`src/rtl/div2_engine_if.sv`:
```
// rtl/div2_engine_if.sv - Start/Ack handshake and byte-wide data-memory port of div2_engine
interface div2_engine_if #(
  parameter int AW = 8
);
  logic          Start;
  logic          Ack;
  logic [AW-1:0] MemAddr;
  logic [7:0]    MemRdData;
  logic [7:0]    MemWrData;
  logic          MemWrEn;

  modport master (
    input  Start, MemRdData,
    output Ack, MemAddr, MemWrData, MemWrEn
  );

  modport slave (
    output Start, MemRdData,
    input  Ack, MemAddr, MemWrData, MemWrEn
  );
endinterface

```
`src/rtl/div2_engine.sv`:
```
// rtl/div2_engine.sv - 16/8 fixed-point divider engine over byte memory; DIV2_ROUND_EN adds half-LSB rounding
module div2_engine #(
  parameter int IN_BASE  = 0,
  parameter int OUT_BASE = 4,
  parameter int AW       = 8
) (
  input  logic         Clk,
  input  logic         Reset,
  div2_engine_if.master bus
);

  typedef enum logic [3:0] {
    IDLE, ARMED, RD0, RD1, RD2, DIV, WR0, WR1, WR2, DONE
  } state_t;

`ifdef DIV2_ROUND_EN
  localparam logic [4:0] DIV_LAST = 5'd24;
`else
  localparam logic [4:0] DIV_LAST = 5'd23;
`endif

  state_t        state, state_next;
  logic [15:0]   dividend;
  logic [7:0]    divisor;
  logic [7:0]    rem, rem_next;
  logic [23:0]   q, q_next;
  logic [4:0]    count;
  logic          in_bit, ge, busy;
  logic [8:0]    r_shift;
  logic          ack_d, wr_en_d;
  logic [AW-1:0] addr_d;
  logic [7:0]    data_d;

  always_ff @(posedge Clk) begin
    if (!Reset) begin
      state         <= IDLE;
      bus.Ack       <= 1'b0;
      bus.MemWrEn   <= 1'b0;
      bus.MemAddr   <= '0;
      bus.MemWrData <= '0;
    end else begin
      state         <= state_next;
      bus.Ack       <= ack_d;
      bus.MemWrEn   <= wr_en_d;
      bus.MemAddr   <= addr_d;
      bus.MemWrData <= data_d;
    end
  end

  assign busy = (state == RD0) || (state == RD1) || (state == RD2) || (state == DIV) ||
                (state == WR0) || (state == WR1) || (state == WR2);

  always_comb begin
    state_next = state;
    case (state)
      IDLE:    if (bus.Start) state_next = ARMED;
      ARMED:   if (!bus.Start) state_next = RD0;
      RD0:     state_next = RD1;
      RD1:     state_next = RD2;
      RD2:     state_next = (bus.MemRdData == 8'h00) ? WR0 : DIV;
      DIV:     if (count == DIV_LAST) state_next = WR0;
      WR0:     state_next = WR1;
      WR1:     state_next = WR2;
      WR2:     state_next = DONE;
      DONE:    if (bus.Start) state_next = ARMED;
      default: state_next = IDLE;
    endcase
    if (busy && bus.Start) state_next = ARMED;
  end

  // Quotient bits shift into q from the bottom as numerator bits leave the top.
`ifdef DIV2_ROUND_EN
  assign in_bit = (count == DIV_LAST) ? 1'b0 : q[23];
`else
  assign in_bit = q[23];
`endif
  assign r_shift  = {rem, in_bit};
  assign ge       = (r_shift >= {1'b0, divisor});
  assign rem_next = ge ? 8'(r_shift - {1'b0, divisor}) : r_shift[7:0];

  always_comb begin
    q_next = q;
    case (state)
      RD2: q_next = (bus.MemRdData == 8'h00) ? 24'hFFFFFF : {dividend, 8'h00};
      DIV: begin
`ifdef DIV2_ROUND_EN
        // The extra cycle yields the guard bit, added into the finished quotient.
        if (count == DIV_LAST) q_next = q + {23'd0, ge};
        else                   q_next = {q[22:0], ge};
`else
        q_next = {q[22:0], ge};
`endif
      end
      default: q_next = q;
    endcase
  end

  always_comb begin
    ack_d   = (state_next == DONE);
    wr_en_d = (state_next == WR0) || (state_next == WR1) || (state_next == WR2);
    addr_d  = bus.MemAddr;
    data_d  = bus.MemWrData;
    case (state_next)
      RD0: addr_d = AW'(IN_BASE);
      RD1: addr_d = AW'(IN_BASE + 1);
      RD2: addr_d = AW'(IN_BASE + 2);
      WR0: begin addr_d = AW'(OUT_BASE);     data_d = q_next[23:16]; end
      WR1: begin addr_d = AW'(OUT_BASE + 1); data_d = q_next[15:8];  end
      WR2: begin addr_d = AW'(OUT_BASE + 2); data_d = q_next[7:0];   end
      default: ;
    endcase
  end

  always_ff @(posedge Clk) begin
    if (!Reset) begin
      dividend <= '0;
      divisor  <= '0;
      rem      <= '0;
      q        <= '0;
      count    <= '0;
    end else begin
      case (state)
        RD0: dividend[15:8] <= bus.MemRdData;
        RD1: dividend[7:0]  <= bus.MemRdData;
        RD2: begin
          divisor <= bus.MemRdData;
          rem     <= '0;
          count   <= '0;
          q       <= q_next;
        end
        DIV: begin
          rem   <= rem_next;
          q     <= q_next;
          count <= count + 5'd1;
        end
        default: ;
      endcase
    end
  end

endmodule

```
`src/flat_wrapper.sv`:
```
// flat-port wrapper written by rule: the top's interface ports become plain ports
module div2_engine_flat 
#(
  parameter int IN_BASE  = 0,
  parameter int OUT_BASE = 4,
  parameter int AW       = 8
)
  (Clk, Reset, bus_Start, bus_MemRdData, bus_Ack, bus_MemAddr, bus_MemWrData, bus_MemWrEn);
  div2_engine_if #(.AW(AW)) bus_i ();
  input  logic Clk;
  input  logic Reset;
  input wire logic [$bits(bus_i.Start)-1:0] bus_Start;
  input wire logic [$bits(bus_i.MemRdData)-1:0] bus_MemRdData;
  output wire logic [$bits(bus_i.Ack)-1:0] bus_Ack;
  output wire logic [$bits(bus_i.MemAddr)-1:0] bus_MemAddr;
  output wire logic [$bits(bus_i.MemWrData)-1:0] bus_MemWrData;
  output wire logic [$bits(bus_i.MemWrEn)-1:0] bus_MemWrEn;
  assign bus_i.Start = bus_Start;
  assign bus_i.MemRdData = bus_MemRdData;
  assign bus_Ack = bus_i.Ack;
  assign bus_MemAddr = bus_i.MemAddr;
  assign bus_MemWrData = bus_i.MemWrData;
  assign bus_MemWrEn = bus_i.MemWrEn;
  div2_engine #(.IN_BASE(IN_BASE), .OUT_BASE(OUT_BASE), .AW(AW)) u_core (.Clk(Clk), .Reset(Reset), .bus(bus_i));
endmodule
```
`config.mk`:
```
export PLATFORM = sky130hd
export DESIGN_NAME = div2_engine_flat
export DESIGN_NICKNAME = d
export VERILOG_FILES = /design/src/rtl/div2_engine_if.sv /design/src/rtl/div2_engine.sv /design/src/flat_wrapper.sv
export SDC_FILE = /design/constraint.sdc
export NUM_CORES = 1
export LEC_CHECK = 0
export CORE_UTILIZATION = 58
export CTS_CLUSTER_DIAMETER = 80
export DETAILED_ROUTE_END_ITERATION = 16
export PLACE_DENSITY = 0.79
export SLEW_MARGIN = 10
export SYNTH_ARGS = -nofsm -noshare
export SYNTH_HDL_FRONTEND = slang
export SYNTH_SLANG_ARGS = --single-unit
```
`constraint.sdc`:
```
create_clock -name Clk -period 2.5 [get_ports Clk]
set_input_delay 0.25 -clock Clk [delete_from_list [all_inputs] [get_ports Clk]]
set_output_delay 0.25 -clock Clk [all_outputs]
set_load 0.01 [all_outputs]
```
Word-level counts from Yosys, hierarchy flattened
Index checks and enable logic that the tools add are counted.
Widths: inputs -> output; s select.
{ "word_totals": {"ram_bits": 0, "out_inout_bits": 18, "ff_bits": 83, "rom_bits": 0, "memories": 0, "input_bits": 11, "latch_bits": 0, "wordCells": 60} }
{ "op_classes": {"muxes": 13, "n_reduce_logical": 16, "div": 0, "n_eq_ne": 17, "shift": 0, "multipliers": 0, "magnitude_cmp": 1, "n_bitwise": 0, "addsub": 2} }
{ "op_table": {"columns": ["cell", "count"], "rows": [
  ["$pmux 24 s2", 1],
  ["$pmux 8 s6", 1],
  ["$pmux 4 s9", 1],
  ["$eq 4x3->1 const B", 7],
  ["$mux 24", 1],
  ["$pmux 8 s3", 1],
  ["$eq 4x2->1 const B", 4],
  ["$eq 4x4->1 const B", 4],
  ["$mux 4", 4],
  ["$pmux 8 s2", 1],
  ["$pmux 5 s2", 1],
  ["$ge 9x8->1", 1],
  ["$logic_not 8->1", 1],
  ["$logic_or 1x1->1", 8],
  ["$mux 8", 1],
  ["$sub 8x8->8", 1],
  ["$reduce_bool 6->1", 1],
  ["$add 5x1->5 const B", 1],
  ["$eq 5x5->1 const B", 1],
  ["$eq 4x1->1 const B", 1],
  ["$logic_not 4->1", 1],
  ["$reduce_or 2->1", 2],
  ["$reduce_bool 3->1", 1],
  ["$mux 2", 1],
  ["other kinds (2)", 2]
]} }

Logic depth before layout (Yosys ltp)
{ "logic_depth": {"ltp_word": 12, "ltp_mapped": 9, "ltp_nobuf": 9} }

Worst setup path after synthesis
No wires, ideal clock.
{ "synth_timing": {"kind": "register to register", "from": "reg u_core.divisor[2]", "to": "reg u_core.rem[0]", "stages_incl_launch_ff": 10, "synth_period_minus_slack_ns": 2.068, "n_path_buf": 1, "path_slack_ns": 0.432, "setup_ns": 0.117, "t_arrival_ns": 1.951, "path_cell_list": "dfxtp_1 -> inv_1 -> ha_1 -> and3_1 -> a311oi_1 -> nand3_1 -> a311o_1 -> buf_4 -> mux2i_1 -> a22o_1"} }
{ "synth_between": {"elab_chain_len": 3} }
{ "synth_rtl": {"columns": ["element", "line_no", "rtl"], "rows": [
  ["start: declaration", "div2_engine.sv:24", "logic [7:0] divisor;"],
  ["start signal: assignment", "div2_engine.sv:126", "divisor <= bus.MemRdData;"],
  ["$ge 9x8->1", "div2_engine.sv:78", "assign ge = (r_shift >= {1'b0, divisor});"],
  ["$mux 8", "div2_engine.sv:79", "assign rem_next = ge ? 8'(r_shift - {1'b0, divisor}) : r_shift[7:0];"],
  ["$pmux 8 s2", "div2_engine.sv:122", "case (state)"],
  ["end signal: assignment", "div2_engine.sv:132", "rem <= rem_next;"],
  ["end: declaration", "div2_engine.sv:25", "logic [7:0] rem, rem_next;"]
]} }
No other way between the ends.
A chain may end at the register's enable or synchronous reset.

Worst setup path in the final report
{ "layout_timing": {"from": "reg u_core.divisor[2]", "to": "reg u_core.rem[1]"} }
Same word-level chain as after synthesis.

==> results.ini <==
[clock_tree]
post_cts_buffers=0
cts_tree=yes
clock_path_buffers=2
cts_made_buffers=9
clock_sinks=78
htree_num_levels=3
cts_resized=0
clk_root_buffer_cell=clkbuf_8
clk_latency_ns=0.35
clk_pin_slew_ns=0.08
cts_hold_buf=0

[pwr]
vdd_drop_max_mv=0.318
switchingPower_w=0.000602
cellPowerDensity_nw_per_um2=566
switching_share_pct=23.7
combPwrFrac_pct=8.9
total_leakage_power_nw=1.66
p_clk_share_pct=40.7
p_int_w=0.00193
seq_power_share_pct=50.4

[timing]
fmax_mhz=432
hold_viol=0
period_needed_ns=2.32
slew_violations=0
clock_skew_ns=0.00428
worst-slew-pin-transition_ns=0.741
period_share_pct=92.6
rsz0062_at_grt=false
tns_ns=0
finalSetupViolCount=0
hold_slack_ns=0.466
relSlewSlack_pct=50.6

[critical_path]
startpoint_type=flop
end_kind=flop
path_max_fanout=8
worstPathRequired_ns=2.75
crit_type=flop to flop
cp.arrival_ns=2.57

[yosys]
synth_edf_count=0
avgSynthCellArea_um2=8.16
synth_cells=486
synth_cell_types=67
synthesis.area_um2=3960
async_reset_ff_share_pct=0
synth-seq-area-share_pct=39.4
ys_ff_latch=78
synth_area_leader_cell=dfxtp_1
yosys-top-cells-area=dfxtp_1, a21oi_1, nand2_1
synth_top_area_share_pct=39.4
ys.flop_type=dfxtp_1
yosys_warnings=0

[placement]
place_congestion=0.867
place_hpwl_um=7030
io_buffers=23

[grt]
grt_pass1_wl_um=16800
grt_antenna_before_repair=0
grt_pass1_vias=3535
grt_usage_pct=30.0
grt_remaining_overflow=0
grt_max_degree=26

[drt]
drtAntennaViolNets=0
dr.pass1.iters=6
drt-initial-drc-count=316
vias=3572
wl_per_cell_um=16.5
viasPerCell=6.02
drt-total-wl_um=9770
drcViolationCount=0

[floorplanning]
core-area_um2=6460
ios=29
die_w_um=84.7
row_count=29
start_util_pct=61.4
die_area_um2=7170
die_h_um=84.7

[job]
maxCapViolations=0

[finish]
areaGrowthSynthToFinish_pct=12.9
n_antenna_cell=0
fillers=540
layout-drive-gt1-share_pct=9.88
num-nets-final=532

[status]
outcome=finished clean

[worst_hold_path]
hp-class=flop to flop

per-layer routing:
layer | GRT usage (%) | wire length (um) | vias to the layer above
met5 | 0 | 0 | -
met4 | 12.6 | 240 | 0
met3 | 6.98 | 460 | 22
met2 | 50.1 | 4760 | 105
met1 | 37.1 | 4310 | 1692
li1 | - | - | 1753
registers in the layout, indices dropped and copies added (netlist names):
register and cells:
u_core.bus.Ack 1, u_core.bus.MemAddr 3, u_core.bus.MemWrData 8, u_core.bus.MemWrEn 1
u_core.count 5, u_core.dividend 16, u_core.divisor 8, u_core.q 24
u_core.rem 8, u_core.state 4
power groups by stage:
| stage | Clock, W | Combinational (W) | Sequential [W] |
|---|---|---|---|
| finish | 0.00103 | 0.000226 | 0.00128 |
| detailed placement | 0 | 0.000221 | 0.00130 |
| floorplan | 0 | 0.000152 | 0.00130 |
| global route | 0.00111 | 0.000247 | 0.00128 |
| global placement | 0 | 0.000219 | 0.00130 |
| CTS | 0.00105 | 0.000223 | 0.00128 |
final timing paths:
| path | slack (ns) | end | cells past startpoint | start |
|---|---|---|---|---|
| setup / recovery | 0.18 | u_core.rem[1] | 9 | u_core.divisor[2] |
| hold / removal | 0.47 | u_core.dividend[8] | 2 | u_core.dividend[8] |
| setup reg to reg | 0.18 | u_core.rem[1] | 9 | u_core.divisor[2] |
| hold reg to reg | 0.47 | u_core.dividend[8] | 2 | u_core.dividend[8] |
synthesized netlist by cell type, types with 2 or more instances:
cell       instances
a22o_1             5
nand4_1            2
nor4_4             2
clkbuf_1          14
mux2i_1            8
o21a_1             4
nor3b_2            2
buf_6              5
nand3b_1           2
nor2b_1            4
ha_1               9
dfxtp_1           78
nand2b_1           5
xnor2_1            2
or2_1              2
o31ai_2            2
or3_1              2
and3_1             4
and2_1            14
a311oi_1           3
a21o_1             4
a211oi_1           3
inv_1             15
nand3_1            9
o211a_1            2
a21oi_1           67
buf_4              9
a31oi_1            3
o2bb2ai_1          2
nor3_1            11
nand2_1           77
a221oi_1           4
o21ai_0           27
buf_2              6
a22oi_1            8
o221a_1            2
nor2_1            38
through the flow:
| step | setup slack [ns] | utilization (%) | instance area, um2 | total power (W) | cells |
|---|---|---|---|---|---|
| 2_1_floorplan | 0.432 | - | 3980 | 0.00145 | 490 |
| 3_3_place_gp | 0.195 | 66.0 | 4260 | 0.00152 | 577 |
| 3_5_place_dp | 0.147 | 66.0 | 4260 | 0.00153 | 577 |
| 4_1_cts | 0.183 | 69.3 | 4480 | 0.00255 | 593 |
| 5_1_grt | 0.0191 | 69.3 | 4480 | 0.00264 | 593 |
| 6_report | 0.184 | 69.3 | 4480 | 0.00253 | 593 |
critical path: stages, from the launching register on:
cell      delay (ns)
dfxtp_1         0.34
inv_1           0.05
ha_1            0.33
and3_1          0.22
a311oi_1        0.26
nand3_1         0.12
a311o_1         0.38
buf_4           0.20
mux2i_1         0.12
a22o_1          0.18
logic make-up (layout without fill, tap and decap cells):
| family | count (synthesis) | in the layout | synth area share (%) |
|---|---|---|---|
| compound gates | 152 | 152 | 24.9 |
| other cells | 1 | 5 | 0.0946 |
| flops | 78 | 78 | 39.4 |
| simple gates | 183 | 183 | 22.8 |
| mux | 8 | 8 | 2.02 |
| buf+inv | 51 | 77 | 6.82 |
| fa+ha+maj | 10 | 10 | 3.35 |
| xor+xnor | 3 | 3 | 0.663 |
cell type report:
type                       instances  area, um2  share of cell area, %
clock inverter                     4       70.1                   1.57
multi-input combinational        361       2150                   48.0
sequential                        78       1560                   34.9
timing repair buffer              45        395                   8.83
clock buffer                      12        145                   3.24
tap                               77       96.3                   2.15
inverter                          16       60.1                   1.34
placed cells by master, fill, tap and decap left out, types with 3 or more instances in the layout:
cell | netlist | final
a221oi_1 | 4 | 4
mux2i_1 | 8 | 8
dfxtp_1 | 78 | 78
a311oi_1 | 3 | 3
a31oi_1 | 3 | 3
nor2b_1 | 4 | 4
a21o_1 | 4 | 4
nand2b_1 | 5 | 5
a211oi_1 | 3 | 3
ha_1 | 9 | 9
o21a_1 | 4 | 4
conb_1 | 1 | 5
nor2_1 | 38 | 38
clkbuf_8 | 0 | 10
a21oi_1 | 67 | 67
buf_4 | 9 | 22
and2_1 | 14 | 14
nor3_1 | 11 | 11
nand3_1 | 9 | 9
inv_1 | 15 | 15
nand2_1 | 77 | 77
clkdlybuf4s50_1 | 0 | 23
a22o_1 | 5 | 5
o21ai_0 | 27 | 27
a22oi_1 | 8 | 8
and3_1 | 4 | 4
Power figures use the tool's default switching activity.
